==> src/rtl/tapa_ap_ctrl_share_arb.sv <==
// Round-robin arbiter time-sharing one ap_ctrl_hs child among NUM_REQ requesters.
// Optional performance counters are enabled by defining TAPA_ARB_PERF_EN.
module tapa_ap_ctrl_share_arb #(
  parameter int NUM_REQ   = 4,
  parameter int ARG_W     = 64,
  parameter int REQ_IDX_W = $clog2(NUM_REQ)
) (
  input  logic                     ap_clk,
  input  logic                     ap_rst,
  input  logic [NUM_REQ-1:0]       req_ap_start,
  input  logic [NUM_REQ*ARG_W-1:0] req_args,
  output logic [NUM_REQ-1:0]       req_ap_ready,
  output logic [NUM_REQ-1:0]       req_ap_done,
  output logic [NUM_REQ-1:0]       req_ap_idle,
  output logic                     child_ap_start,
  output logic [ARG_W-1:0]         child_args,
  input  logic                     child_ap_ready,
  input  logic                     child_ap_done,
  input  logic                     child_ap_idle,
  output logic [REQ_IDX_W-1:0]     grant_idx,
  output logic                     busy
`ifdef TAPA_ARB_PERF_EN
  ,
  output logic [31:0]              perf_busy_cycles,
  output logic [31:0]              perf_grants
`endif
);

  typedef enum logic [1:0] {
    S_IDLE  = 2'b00,
    S_START = 2'b01,
    S_RUN   = 2'b11,
    S_DONE  = 2'b10
  } state_t;

  state_t               state;
  logic [REQ_IDX_W-1:0] rr_ptr;
  logic                 pick_valid;
  logic [REQ_IDX_W-1:0] pick_idx;
  logic [ARG_W-1:0]     pick_args;
  int                   cand;
  logic [REQ_IDX_W-1:0] cand_idx;

  // The child's idle is informational only; it never gates a transition.
  wire unused_child_idle = &{1'b0, child_idle_sink()};
  function automatic logic child_idle_sink();
    return child_ap_idle;
  endfunction

  // Scan downward from the farthest offset so the first set bit at or after
  // rr_ptr is the one left standing.
  // NOTE: every variable assigned in always_comb gets a default up front, so
  // no path leaves it holding a stale value and no latch is inferred.
  always_comb begin
    pick_valid = 1'b0;
    pick_idx   = '0;
    cand       = 0;
    cand_idx   = '0;
    for (int k = NUM_REQ - 1; k >= 0; k--) begin
      cand = int'(rr_ptr) + k;
      if (cand >= NUM_REQ) cand = cand - NUM_REQ;
      cand_idx = REQ_IDX_W'(cand);
      if (req_ap_start[cand_idx]) begin
        pick_valid = 1'b1;
        pick_idx   = cand_idx;
      end
    end
    pick_args = req_args[int'(pick_idx)*ARG_W +: ARG_W];
  end

  // NOTE: sequential state uses non-blocking assignments only, so every
  // register samples pre-edge values regardless of statement order.
  always_ff @(posedge ap_clk or posedge ap_rst) begin
    if (ap_rst) begin
      state          <= S_IDLE;
      rr_ptr         <= '0;
      grant_idx      <= '0;
      child_args     <= '0;
      child_ap_start <= 1'b0;
      busy           <= 1'b0;
      req_ap_done    <= '0;
    end else begin
      req_ap_done <= '0;
      unique case (state)
        S_IDLE: begin
          if (pick_valid) begin
            grant_idx      <= pick_idx;
            child_args     <= pick_args;
            child_ap_start <= 1'b1;
            busy           <= 1'b1;
            state          <= S_START;
          end
        end
        S_START: begin
          if (child_ap_ready) begin
            child_ap_start <= 1'b0;
            if (child_ap_done) begin
              req_ap_done[grant_idx] <= 1'b1;
              state                  <= S_DONE;
            end else begin
              state <= S_RUN;
            end
          end
        end
        S_RUN: begin
          if (child_ap_done) begin
            req_ap_done[grant_idx] <= 1'b1;
            state                  <= S_DONE;
          end
        end
        S_DONE: begin
          if (grant_idx == REQ_IDX_W'(NUM_REQ - 1)) rr_ptr <= '0;
          else                                      rr_ptr <= grant_idx + 1'b1;
          busy  <= 1'b0;
          state <= S_IDLE;
        end
        default: state <= S_IDLE;
      endcase
    end
  end

  assign req_ap_ready = req_ap_done;

  always_comb begin
    req_ap_idle = '0;
    for (int i = 0; i < NUM_REQ; i++)
      req_ap_idle[i] = ~req_ap_start[i] & ~(busy & (grant_idx == REQ_IDX_W'(i)));
  end

`ifdef TAPA_ARB_PERF_EN
  always_ff @(posedge ap_clk or posedge ap_rst) begin
    if (ap_rst) begin
      perf_busy_cycles <= '0;
      perf_grants      <= '0;
    end else begin
      if (busy && perf_busy_cycles != 32'hFFFF_FFFF)
        perf_busy_cycles <= perf_busy_cycles + 32'd1;
      if (state == S_IDLE && pick_valid && perf_grants != 32'hFFFF_FFFF)
        perf_grants <= perf_grants + 32'd1;
    end
  end
`endif

endmodule

==> config.mk <==
export PLATFORM = sky130hd
export DESIGN_NAME = tapa_ap_ctrl_share_arb
export DESIGN_NICKNAME = d
export VERILOG_FILES = /design/src/rtl/tapa_ap_ctrl_share_arb.sv
export SDC_FILE = /design/constraint.sdc
export NUM_CORES = 1
export LEC_CHECK = 0
export CAP_MARGIN = 20
export CORE_ASPECT_RATIO = 0.7
export CORE_MARGIN = 10
export CORE_UTILIZATION = 32
export CTS_BUF_LIST = sky130_fd_sc_hd__clkbuf_4
export DETAILED_ROUTE_END_ITERATION = 7
export MAX_ROUTING_LAYER = met4
export PLACE_DENSITY = 0.9
export SYNTH_ARGS = -nofsm -noshare
export SYNTH_HDL_FRONTEND = slang
export SYNTH_SLANG_ARGS = --single-unit
==> constraint.sdc <==
create_clock -name ap_clk -period 2.7 [get_ports ap_clk]
set_clock_uncertainty 0.05 [all_clocks]
set_input_delay 0.54 -clock ap_clk [delete_from_list [all_inputs] [get_ports ap_clk]]
set_output_delay 0.54 -clock ap_clk [all_outputs]
set_load 0.05 [all_outputs]
==> reports/results.txt <==
Die area - 0.01975 mm²
Synth warnings - 0
Seq/Total Area, Yosys - 41.10%
WL/cell - 21.03 µm
Core area - 0.01405 mm²
WHS - 0.3580 ns
Slowest library cell on the worst path - clkdlybuf4s50_1
Initial core utilization - 32.92%
Hold_buf cts - 0
CTS Buffer Depth - 2
Sequential Area - 0.001902 mm²
DRC Markers - 0
Fraction of layout cells with a size suffix above 1 - 7.500%
Metal3 WL - 2373 µm
Fillers - 1,172
Post-synthesis net count - 761
Antenna Nets Post-Route - 0
Mapped Area - 0.004627 mm²
Die W - 163.7 µm
Final setup viols - 0
Fin. Hold Viols - 0
FP Rows - 36
Die Y - 120.6 µm
Crit-path cells - clkdlybuf4s50_1
Crit-path max cell delay - 0.86 ns
1st-iter DRT viols - 388
Max VDD drop - 0.6107 mV
Max Clock Freq - 418.7 MHz
Mapped Avg Cell Area - 9.404 µm²
First-pass GRT wire length - 32,060 µm
Worst-Skew Late Latency - 0.43 ns
Tmin final - 2.388 ns
Multi-input gate area - 0.002409 mm²
Met2 wire length - 11,000 µm
Clk pin slew, worst setup/hold paths - 0.15 ns
Pre-antenna DRT Iters - 7
Synth top area cells - dfrtp_1, mux2i_1, o2bb2ai_1
GPL Wtd Cong - 0.9166
Worst relative slew slack - 60.08%
Status - completed
Worst Path Buf+Inv - 1
Max cap viols - 0
Crit path DAT - 1.80 ns
Max-slew violation total from the final report - 0
Worst-Margin Slew - 0.5969 ns
Critical Path Fanout Max - 6
CTS tree - done
H-tree Lvls - 3
Crit path from - grant_idx[0]
Via/cell ratio - 5.149
WP data required - 2.11 ns
Top layer reached by signal wires - met4
Final nets - 1,104
Endpoint class of the critical path - primary output
Met1 Wirelength - 8064 µm
CTS Buf Count - 9
P per Cell Area - 1076 mW/mm²
Reg2reg start - rr_ptr[1]
Netlist cell types - 31
All-Layer GR Usage - 21.26%
Setup repair after global routing missed its margin - no
Leak - 3.574 nW
Ports - 345
Syn Inst Count - 492
Crit start category - flop
Clk sinks - 76
Crit Path Class - reg -> out
Post-CTS sizing - 0
Hpwl dp - 17,710 µm
Root Buffer Master - clkbuf_4
Final wirelength - 21,680 µm
Pin count of the biggest net entering global routing - 49
CP delay by family, top - buffers and inverters
Yosys top cell by area - dfrtp_1
Hold Path Class - in -> async
Period Utilization, post-route - 88.46%
Aggregate global routing overflow - 0
Top cell type's share of synthesized area - 41.10%
Initial antenna violation count - 0
Synth-to-layout area growth - 86.45%
Vias in the first global route - 5,650
Total chip power - 9.279 mW
Post-CTS setup buffer count - 0
Register bit total from synthesis - 76
Vias - 5,309
Port bufs - 343
placed cells by master (no fill, tap or decap), types with 2 or more instances in the layout:
cell and count:
clkdlybuf4s50_1 339, nand2_1 132, dfrtp_1 76, mux2i_1 65
o2bb2ai_1 64, a31oi_1 64, buf_4 23, buf_12 16
clkbuf_4 9, a21oi_1 7, inv_1 5, nor2_1 5
and3_1 4, ha_1 4, nor3_2 2, o21ai_0 2
clkinv_2 2, clkinv_4 2, bufinv_16 2
through the flow:
step,instance area [µm²],setup WS (ns),utilization (%),cells,setup TNS (ns)
2_1_floorplan,4627,0.1717,-,492,0
3_3_place_gp,8458,0.07084,60.19,1014,0
3_5_place_dp,8458,-0.01041,60.19,1014,-0.01041
4_1_cts,8625,0.2689,61.37,1030,0
5_1_grt,8625,0.2074,61.37,1030,0
6_report,8627,0.3117,61.39,1031,0
report_power, final:
| part | internal (mW) | total, mW | switching (mW) |
|---|---|---|---|
| Sequential | 1.70 | 2.05 | 0.358 |
| Combinational | 2.51 | 6.40 | 3.89 |
| Clock | 0.380 | 0.821 | 0.441 |
state kept, by name, summed over array words and instances (netlist names):
name / flops
child_ap_start: 1
child_args: 64
grant_idx: 2
busy: 1
rr_ptr: 2
state: 2
req_ap_done: 4
cell families after synthesis:
| group | Yosys count | synth area share, % |
|---|---|---|
| compound gates | 146 | 23.45 |
| flops | 76 | 41.10 |
| fa+ha+maj | 4 | 1.082 |
| buf+inv | 52 | 7.328 |
| simple gates | 148 | 12.74 |
| mux | 66 | 14.30 |
synth_stat cells:
library cell / number
nand2_1: 132
dfrtp_1: 76
mux2i_1: 65
a31oi_1: 64
o2bb2ai_1: 64
buf_2: 16
clkbuf_1: 13
a21oi_1: 7
buf_4: 7
buf_12: 6
inv_1: 6
nor2_1: 5
and3_1: 4
buf_1: 4
ha_1: 4
nor3_1: 2
o21a_1: 2
o21ai_0: 2
a21boi_0: 1
a21o_1: 1
a311oi_1: 1
mux2_2: 1
nand2b_1: 1
nor2b_1: 1
nor4_2: 1
o221a_2: 1
o221ai_2: 1
o22ai_1: 1
o31ai_1: 1
or3_1: 1
or3b_1: 1
worst paths after layout:
check                                  to  cells past startpoint  slack [ns]
min                        child_args[38]                      2        0.36
max in group asynchronous  child_args[18]                      3        1.72
min reg2reg                child_ap_start                      1        0.54
max reg2reg                child_args[44]                      7        0.62
max                          grant_idx[0]                      1        0.31
min in group ap_clk        child_ap_start                      1        0.54
final cells by class:
class                           instances  share of cell area (%)
Tap cell                              190                   2.756
Timing Repair Buffer                  378                   45.05
Clock buffer                            9                  0.7832
Inverter                                6                  0.2756
Sequential cell                        76                   22.04
Antenna cell                            1                 0.02901
Clock inverter                          7                   1.146
Multi-Input combinational cell        364                   27.92
layer usage:
metal  GRT usage, %  vias up
met3          7.695       18
met2          37.55      266
li1               -     2493
met5              -        -
met4          3.508        0
met1          22.80     2532
Power figures use the tool's default switching activity.
